$ cat src/rtl/seq_converter_cgrundey_if.sv
// Operand/result handshake bundle for seq_converter_cgrundey.
// conv_par exists only when CONV_PARITY_EN is defined.
interface seq_converter_cgrundey_if #(
  parameter int WIDTH  = 8,
  parameter int DIGITS = 3
);
  logic [1:0]          conv_sel;
  logic [WIDTH-1:0]    conv_in;
  logic                in_valid;
  logic                in_ready;
  logic [4*DIGITS-1:0] conv_out;
  logic                out_valid;
  logic                out_ready;
`ifdef CONV_PARITY_EN
  logic                conv_par;

  modport master (
    output conv_sel, conv_in, in_valid, out_ready,
    input  in_ready, conv_out, out_valid, conv_par
  );
  modport slave (
    input  conv_sel, conv_in, in_valid, out_ready,
    output in_ready, conv_out, out_valid, conv_par
  );
`else
  modport master (
    output conv_sel, conv_in, in_valid, out_ready,
    input  in_ready, conv_out, out_valid
  );
  modport slave (
    input  conv_sel, conv_in, in_valid, out_ready,
    output in_ready, conv_out, out_valid
  );
`endif
endinterface

$ cat src/rtl/seq_converter_cgrundey.sv
// Gray/binary/BCD code converter with valid/ready handshake.
// Optional registered even parity output under CONV_PARITY_EN.
module seq_converter_cgrundey #(
  parameter int WIDTH  = 8,
  parameter int DIGITS = 3
) (
  input logic                    clk,
  input logic                    rst,
  seq_converter_cgrundey_if.slave bus
);

  localparam int BW = 4 * DIGITS;
  localparam int CW = $clog2(WIDTH + 1);

  typedef enum logic [1:0] {
    IDLE = 2'd0,
    CALC = 2'd1,
    DONE = 2'd2
  } state_t;

  state_t           state_q;
  state_t           state_d;
  logic [WIDTH-1:0] op_q;
  logic [WIDTH-1:0] op_d;
  logic [BW-1:0]    bcd_q;
  logic [BW-1:0]    bcd_d;
  logic [BW-1:0]    adj;
  logic [CW-1:0]    cnt_q;
  logic [BW-1:0]    out_q;
  logic [WIDTH-1:0] gray;
  logic [WIDTH-1:0] bin;
  logic [BW-1:0]    simple_res;
  logic [BW-1:0]    load_val;
  logic             accept;
  logic             is_bcd;
  logic             last_it;
  logic             load;

  assign accept  = bus.in_valid && (state_q == IDLE);
  assign is_bcd  = (bus.conv_sel == 2'b10);
  assign last_it = (state_q == CALC) && (cnt_q == CW'(1));
  assign load    = (accept && !is_bcd) || last_it;

  // Single-cycle conversions of the live operand (captured on accept)
  always_comb begin
    gray = bus.conv_in ^ (bus.conv_in >> 1);
    bin  = '0;
    for (int i = 0; i < WIDTH; i++) begin
      bin[i] = ^(bus.conv_in >> i);
    end
    unique case (bus.conv_sel)
      2'b00:   simple_res = BW'(gray);
      2'b01:   simple_res = BW'(bin);
      default: simple_res = BW'(bus.conv_in);
    endcase
  end

  // One double-dabble step: add 3 to digits >= 5, then shift left
  always_comb begin
    adj = bcd_q;
    for (int d = 0; d < DIGITS; d++) begin
      if (bcd_q[4*d +: 4] >= 4'd5) begin
        adj[4*d +: 4] = bcd_q[4*d +: 4] + 4'd3;
      end
    end
    bcd_d    = {adj[BW-2:0], op_q[WIDTH-1]};
    op_d     = op_q << 1;
    load_val = accept ? simple_res : bcd_d;
  end

  // State register
  always_ff @(posedge clk or posedge rst) begin
    if (rst) state_q <= IDLE;
    else     state_q <= state_d;
  end

  // Next-state logic
  always_comb begin
    state_d = state_q;
    unique case (state_q)
      IDLE: if (accept) state_d = is_bcd ? CALC : DONE;
      CALC: if (last_it) state_d = DONE;
      DONE: if (bus.out_ready) state_d = IDLE;
      default: state_d = IDLE;
    endcase
  end

  // Operand capture, BCD iteration and result register
  always_ff @(posedge clk or posedge rst) begin
    if (rst) begin
      op_q  <= '0;
      bcd_q <= '0;
      cnt_q <= '0;
      out_q <= '0;
    end else begin
      if (accept) begin
        op_q  <= bus.conv_in;
        bcd_q <= '0;
        cnt_q <= is_bcd ? CW'(WIDTH) : '0;
      end else if (state_q == CALC) begin
        op_q  <= op_d;
        bcd_q <= bcd_d;
        cnt_q <= cnt_q - CW'(1);
      end
      if (load) out_q <= load_val;
    end
  end

`ifdef CONV_PARITY_EN
  logic par_q;

  // Parity tracks the result register
  always_ff @(posedge clk or posedge rst) begin
    if (rst)       par_q <= 1'b0;
    else if (load) par_q <= ^load_val;
  end

  assign bus.conv_par = par_q;
`endif

  assign bus.in_ready  = (state_q == IDLE);
  assign bus.out_valid = (state_q == DONE);
  assign bus.conv_out  = out_q;

endmodule

$ cat src/flat_wrapper.sv
// flat-port wrapper written by rule: the top's interface ports become plain ports
module seq_converter_cgrundey_flat 
#(
  parameter int WIDTH  = 8,
  parameter int DIGITS = 3
)
  (clk, rst, bus_conv_sel, bus_conv_in, bus_in_valid, bus_out_ready, bus_in_ready, bus_conv_out, bus_out_valid);
  seq_converter_cgrundey_if #(.WIDTH(WIDTH), .DIGITS(DIGITS)) bus_i ();
  input logic clk;
  input logic rst;
  input wire logic [$bits(bus_i.conv_sel)-1:0] bus_conv_sel;
  input wire logic [$bits(bus_i.conv_in)-1:0] bus_conv_in;
  input wire logic [$bits(bus_i.in_valid)-1:0] bus_in_valid;
  input wire logic [$bits(bus_i.out_ready)-1:0] bus_out_ready;
  output wire logic [$bits(bus_i.in_ready)-1:0] bus_in_ready;
  output wire logic [$bits(bus_i.conv_out)-1:0] bus_conv_out;
  output wire logic [$bits(bus_i.out_valid)-1:0] bus_out_valid;
  assign bus_i.conv_sel = bus_conv_sel;
  assign bus_i.conv_in = bus_conv_in;
  assign bus_i.in_valid = bus_in_valid;
  assign bus_i.out_ready = bus_out_ready;
  assign bus_in_ready = bus_i.in_ready;
  assign bus_conv_out = bus_i.conv_out;
  assign bus_out_valid = bus_i.out_valid;
  seq_converter_cgrundey #(.WIDTH(WIDTH), .DIGITS(DIGITS)) u_core (.clk(clk), .rst(rst), .bus(bus_i));
endmodule
$ cat config.mk
export PLATFORM = sky130hd
export DESIGN_NAME = seq_converter_cgrundey_flat
export DESIGN_NICKNAME = d
export VERILOG_FILES = /design/src/rtl/seq_converter_cgrundey_if.sv /design/src/rtl/seq_converter_cgrundey.sv /design/src/flat_wrapper.sv
export SDC_FILE = /design/constraint.sdc
export NUM_CORES = 1
export LEC_CHECK = 0
export BUFFER_PORTS_ARGS = -buffer_cell sky130_fd_sc_hd__buf_4
export CORE_ASPECT_RATIO = 2
export CORE_MARGIN = 5
export CORE_UTILIZATION = 40
export CTS_BUF_LIST = sky130_fd_sc_hd__clkbuf_2
export CTS_CLUSTER_DIAMETER = 100
export DETAILED_ROUTE_END_ITERATION = 16
export PLACE_DENSITY = 0.6
export RECOVER_POWER = 100
export SETUP_SLACK_MARGIN = 0.1
export SYNTH_ARGS = -nofsm -noshare
export SYNTH_HDL_FRONTEND = slang
export SYNTH_SLANG_ARGS = --single-unit
$ cat constraint.sdc
create_clock -name clk -period 2.3 [get_ports clk]
set_input_delay 0.46 -clock clk [delete_from_list [all_inputs] [get_ports clk]]
set_output_delay 0.46 -clock clk [all_outputs]
set_load 0.005 [all_outputs]
== Yosys cells after proc, flatten, opt, wreduce, memory -nomap -nowiden ==
Index checks and enable logic that the tools add are counted.

* Add/sub/neg operators: 4
* $lt $le $gt $ge: 3
* Equal/unequal tests: 8
* Muxes and demuxes: 17
* Bitwise gates (word level): 1
* Reduce and logical (&&, ||, !) cells: 17

{| class="wikitable"
|+ Operators with widths
! cell !! number
|-
| $reduce_xor 8->1 || 8
|-
| $mux 12 || 3
|-
| $mux 4 || 5
|-
| $mux 8 || 2
|-
| $pmux 8 s2 || 1
|-
| $ge 4x3->1 const B || 3
|-
| $add 4x2->4 const B || 2
|-
| $mux 2 || 4
|-
| $xor 8x7->8 || 1
|-
| $pmux 2 s3 || 1
|-
| $eq 2x1->1 const B || 2
|-
| $eq 2x2->1 const B || 2
|-
| $eq 4x1->1 const B || 1
|-
| $logic_not 2->1 || 2
|-
| $ne 2x1->1 const B || 2
|-
| $sub 4x1->4 const B || 1
|-
| $add 3x2->3 const B || 1
|-
| $logic_and 1x1->1 || 3
|-
| $mux 3 || 1
|-
| $reduce_and 3->1 || 1
|-
| $ne 2x2->1 const B || 1
|-
| $reduce_bool 2->1 || 1
|-
| $logic_not 1->1 || 1
|-
| $logic_or 1x1->1 || 1
|}

* Register bits: 38
* Bits of input ports: 14
* Output and inout bits: 14

== Logic depth before layout (Yosys ltp) ==
* Word-level depth: 4
* Depth in mapped cells: 8

== Least setup slack after synthesis ==
OpenSTA, ideal clock, no wires.

* Path kind: input to register
* From: input port bus_conv_in[6]
* To: register u_core.out_q[1] (netlist: u_core.bus.conv_out[1])
* Library setup time: 0.122 ns
* Data arrival time: 1.872 ns
* Setup slack: 0.306 ns
* Cell stages on the path: 7
* Path through: buf_6 -> xor3_2 -> xnor3_1 -> or3_1 -> a21oi_1 -> mux2i_1 -> nand2_1

* Longest elaborated chain between the ends: 3

{| class="wikitable"
|+ Ends and longest elaborated chain
! what !! RTL line !! RTL
|-
| from (decl) || flat_wrapper.sv:12 || <nowiki>input wire logic [$bits(bus_i.conv_in)-1:0] bus_conv_in;</nowiki>
|-
| $reduce_xor 8->1 || seq_converter_cgrundey.sv:49 || <nowiki>bin[i] = ^(bus.conv_in >> i);</nowiki>
|-
| $pmux 8 s2 || seq_converter_cgrundey.sv:51 || <nowiki>unique case (bus.conv_sel)</nowiki>
|-
| $mux 12 || seq_converter_cgrundey.sv:68 || <nowiki>load_val = accept ? simple_res : bcd_d;</nowiki>
|-
| to (signal assigned) || seq_converter_cgrundey.sv:105 || <nowiki>if (load) out_q <= load_val;</nowiki>
|-
| to (decl) || seq_converter_cgrundey.sv:29 || <nowiki>logic [BW-1:0] out_q;</nowiki>
|}

No other way between the ends.
A chain may end at the register's enable or synchronous reset.

== Final worst setup path ==
* From: register u_core.cnt_q[0]
* To: register u_core.out_q[0] (netlist: u_core.bus.conv_out[0])

* Longest elaborated chain between the ends: 3

{| class="wikitable"
|+ Ends and longest elaborated chain
! what !! RTL line !! RTL
|-
| from (decl) || seq_converter_cgrundey.sv:28 || <nowiki>logic [CW-1:0] cnt_q;</nowiki>
|-
| from (signal assigned) || seq_converter_cgrundey.sv:99 || <nowiki>cnt_q <= is_bcd ? CW'(WIDTH) : '0;</nowiki>
|-
| from (signal assigned) || seq_converter_cgrundey.sv:103 || <nowiki>cnt_q <= cnt_q - CW'(1);</nowiki>
|-
| $eq 4x1->1 || seq_converter_cgrundey.sv:41 || <nowiki>assign last_it = (state_q == CALC) && (cnt_q == CW'(1));</nowiki>
|-
| $logic_and 1x1->1 || seq_converter_cgrundey.sv:41 ||
|-
| $logic_or 1x1->1 || seq_converter_cgrundey.sv:42 || <nowiki>assign load = (accept && !is_bcd) || last_it;</nowiki>
|}

No other way between the ends.

==> impl_summary.log <==
INFO  metric synth_fp_nets = 275
INFO  metric setup.worst_path.end_class = flop
INFO  metric slowest_stage_delay_on_critical_path = 0.48 ns
INFO  metric power_density_normalized_to_cell_area = between 800 and 900 nW/um2
INFO  metric critical_path.reg2reg.startpoint = u_core.cnt_q[0]
INFO  metric yosysTopAreaCell = sky130_fd_sc_hd__dfrtp_1
INFO  metric drive_gt1_frac = 0.155
INFO  metric highest_count_cells_in_the_layout_ignoring_fill_and_taps = sky130_fd_sc_hd__nand2_1 (44), sky130_fd_sc_hd__dfrtp_1 (38), sky130_fd_sc_hd__a21oi_1 (26)
INFO  metric fin_setup_tns = 0 ns
INFO  metric track_usage = 0.155
INFO  metric die-height = 116 um
INFO  metric maximum_fanout_along_the_worst_path = 9
INFO  metric vias = 1829
INFO  metric place.detailed.hpwl = 4.02 mm
INFO  metric most_prevalent_standard_cell_on_the_critical_path = sky130_fd_sc_hd__nor2_1
INFO  metric cts_made_buffers = 5
INFO  metric wp_data_arrival = approximately 2.3 ns
INFO  metric outcome = completed
INFO  metric synth.lib_cells_used.distinct = 35
INFO  metric report.final.slew_viol_count = 0
INFO  metric worst_r2r_dst = u_core.bus.conv_out[0]
INFO  metric overflow = 0
INFO  metric achievable_clock_frequency = between 400 and 500 MHz
INFO  metric yosys-top-cells-area = sky130_fd_sc_hd__dfrtp_1 (42%), sky130_fd_sc_hd__nand2_1 (7.3%), sky130_fd_sc_hd__a21oi_1 (5.8%)
INFO  metric clk_transition_reported_paths = 0.17 ns
INFO  metric place_ws = 0.157 ns
INFO  metric cp_slowest_cell = sky130_fd_sc_hd__nor2_1
INFO  metric vdd_drop_max = between 0.6 and 0.7 mV
INFO  metric rsz0062_at_grt = no
INFO  metric timing.max_slew.rel_slack = 0.361
INFO  metric post_drt_via_cell_ratio = 5.33
INFO  metric number_of_warnings_printed_during_yosys_synthesis = 0
INFO  metric routedWlPerCell = 15.0 um
INFO  metric grt_max_degree = 39
INFO  metric drtAntennaViolNets = 0
INFO  metric worstPathBufferInverterCount = 1
INFO  metric io_pins = 28
INFO  metric critical_path.top_delay_family = simple AND/OR/NAND/NOR gates
INFO  metric drt_iter0_drc = approximately 70
INFO  metric postSynthAreaPerCell = ~9 um2
INFO  metric cts.path.max_buffers = 2
INFO  metric min_path_cells = 2
INFO  metric fin_ws = 0.267 ns
INFO  metric design.final.nets = 305
INFO  metric initial_utilization = 0.412
INFO  metric timing.critical_path.cells = ha_1, or3b_2, nor2_1, nor2_1, buf_4, nor3_1, mux2i_1, nand3_1
INFO  metric floorplan.rows = 38
INFO  metric placeableCoreArea = 5470 um2
INFO  metric worst-endpoint-required = 2.57 ns
INFO  metric seq_area_frac_synth = 0.422
INFO  metric ys_seq_elements = 38
INFO  metric critPathLaunchType = flop
INFO  metric placed_cell_area = 2520 um2
INFO  metric timing.hold.worst.start = bus_out_ready
INFO  metric num_antenna_cells = 0
INFO  metric hold_slack = 0.261 ns
INFO  metric drtPass1Iterations = 4
INFO  metric synthesis.instances = approximately 250
INFO  metric rr_worst_depth = 8
INFO  metric cts.hold.buffers_added = 0
INFO  metric gp_routability_congestion = 0.807
INFO  metric total_of_buffers_placed_on_input_and_output_ports = 27
INFO  metric cts_repair_resize_count = 0
INFO  metric fp.dieArea = between 7000 and 8000 um2
INFO  metric final.min_clock_period = 2.03 ns
INFO  metric final.period_utilization = 0.884
INFO  metric number_of_antenna_violations_at_the_first_check_in_global_routing = 0
INFO  metric ctsRootBufferMaster = sky130_fd_sc_hd__clkbuf_2
INFO  metric syn-cell-area = roughly 2300 um2
INFO  metric layout_commonest_cell = sky130_fd_sc_hd__nand2_1
INFO  metric layout-area-overhead-vs-synth = 12.4%
INFO  metric grt_pass1_vias = 1911
INFO  metric postLayoutCoreUtil = 0.463
INFO  metric finalSetupViolations = 0
INFO  metric htree_num_levels = 2
INFO  metric clock_tree_from_tritoncts = built
INFO  metric finClkSkew = 0.0142 ns
INFO  metric crit_path_launch = u_core.cnt_q[0]
INFO  metric drc_errors = 0
INFO  metric die_width = roughly 63 um
INFO  metric cts_post_setup_buffers_inserted = 0
INFO  metric timing.final.hold_violations = 0
INFO  metric worst_skew_pair.late_latency = around 0.37 ns
INFO  metric whs_endpoint = u_core.state_q[1]
INFO  metric setup.reg_to_reg.worst_slack = 0.27 ns
INFO  metric max_cap_violations = 0
INFO  metric hold_path_class = in2reg
INFO  metric cts_num_sinks = 38
INFO  metric synth.top_cell.area_share = 0.422
INFO  metric worstSetupPathType = reg2reg
INFO  metric grt_first_pass_wirelength = 9.05 mm
INFO  metric routed_wl = slightly above 5 mm
INFO  metric worst_slew_pin_slew = 0.959 ns
INFO  metric leakagePower = between 1 and 1.5 nW
INFO  metric layout.cell_area.non_filler = 2530 um2
flip-flops by register name (all words and copies together) (netlist names):
signal and flops:
u_core.bcd_q 12, u_core.bus.conv_out 12, u_core.op_q 8, u_core.cnt_q 4, u_core.state_q 2
Yosys cell counts:
library cell               instances
sky130_fd_sc_hd__xor3_2            1
sky130_fd_sc_hd__or3b_2            2
sky130_fd_sc_hd__a21o_1            1
sky130_fd_sc_hd__nor2_2            1
sky130_fd_sc_hd__buf_1             1
sky130_fd_sc_hd__a22o_1            2
sky130_fd_sc_hd__xor2_1            8
sky130_fd_sc_hd__buf_12            1
sky130_fd_sc_hd__nand2b_1          6
sky130_fd_sc_hd__a32o_1            1
sky130_fd_sc_hd__nand2_1          44
sky130_fd_sc_hd__or3_1             5
sky130_fd_sc_hd__a22oi_1           7
sky130_fd_sc_hd__o21ai_1           1
sky130_fd_sc_hd__clkbuf_1          9
sky130_fd_sc_hd__a21oi_1          26
sky130_fd_sc_hd__buf_2             3
sky130_fd_sc_hd__a31oi_1           1
sky130_fd_sc_hd__o21ai_0          18
sky130_fd_sc_hd__nor3b_1           3
sky130_fd_sc_hd__nor4_1            1
sky130_fd_sc_hd__nand3_1          10
sky130_fd_sc_hd__dfrtp_1          38
sky130_fd_sc_hd__nor2b_1           2
sky130_fd_sc_hd__ha_1              8
sky130_fd_sc_hd__xnor3_1           3
sky130_fd_sc_hd__xnor2_1           7
sky130_fd_sc_hd__and2_1            1
sky130_fd_sc_hd__inv_1            11
sky130_fd_sc_hd__o31ai_1           2
sky130_fd_sc_hd__buf_6             1
sky130_fd_sc_hd__clkbuf_8          1
sky130_fd_sc_hd__mux2i_1           7
sky130_fd_sc_hd__nor2_1           15
sky130_fd_sc_hd__nor3_1            5
metrics by stage:
step                total power, mW  instances
floorplan                      1.64        253
global placement               2.07        336
detailed placement             2.08        336
CTS                            2.38        343
global route                   2.50        343
finish                         2.28        343
final cells by class:
class                      instances  area, um2
tap                               60       75.1
timing repair buffer              39        269
sequential                        38        951
inverter                          11       41.3
clock buffer                       7       35.0
fill                             572       2930
multi-input combinational        188       1160
layer usage:
metal  wire length [um]  GRT usage  share of wire
met5                  0          0              0
met4                112     0.0652          0.022
met3                173     0.0221          0.034
met2               2950      0.293           0.57
met1               1920      0.169           0.37
worst max-delay path by stage:
stage	endpoint	depth (start not counted)
finish	u_core.bus.conv_out[0]	8
global route	u_core.bus.conv_out[0]	9
CTS	u_core.bus.conv_out[0]	8
detailed placement	u_core.bus.conv_out[1]	7
global placement	u_core.bus.conv_out[1]	7
floorplan	u_core.bus.conv_out[1]	7
cells by family (layout without fill, tap and decap cells):
logic type | count (synthesis) | in the layout | share of synthesized area
flops | 38 | 38 | 0.422
mux | 7 | 7 | 0.0311
fa+ha+maj | 8 | 8 | 0.0444
xor+xnor | 19 | 19 | 0.0993
buf+inv | 27 | 57 | 0.0616
simple gates | 95 | 95 | 0.194
compound gates | 59 | 59 | 0.148
power by group:
| group | internal (mW) | total, mW | leakage, nW | switching [mW] |
|---|---|---|---|---|
| Sequential | 0.860 | 0.995 | 0.506 | 0.135 |
| Combinational | 0.412 | 0.997 | 0.678 | 0.585 |
| Clock | 0.0794 | 0.287 | 0.0291 | 0.207 |
worst reg2reg max path, cell delays in order (launching register included):
cell and delay, ns:
sky130_fd_sc_hd__dfrtp_1 0.46, sky130_fd_sc_hd__ha_1 0.21, sky130_fd_sc_hd__or3b_2 0.19, sky130_fd_sc_hd__nor2_1 0.05, sky130_fd_sc_hd__nor2_1 0.48, sky130_fd_sc_hd__buf_4 0.25
sky130_fd_sc_hd__nor3_1 0.05, sky130_fd_sc_hd__mux2i_1 0.15, sky130_fd_sc_hd__nand3_1 0.09
No activity file was read; power rests on OpenSTA's default activity.
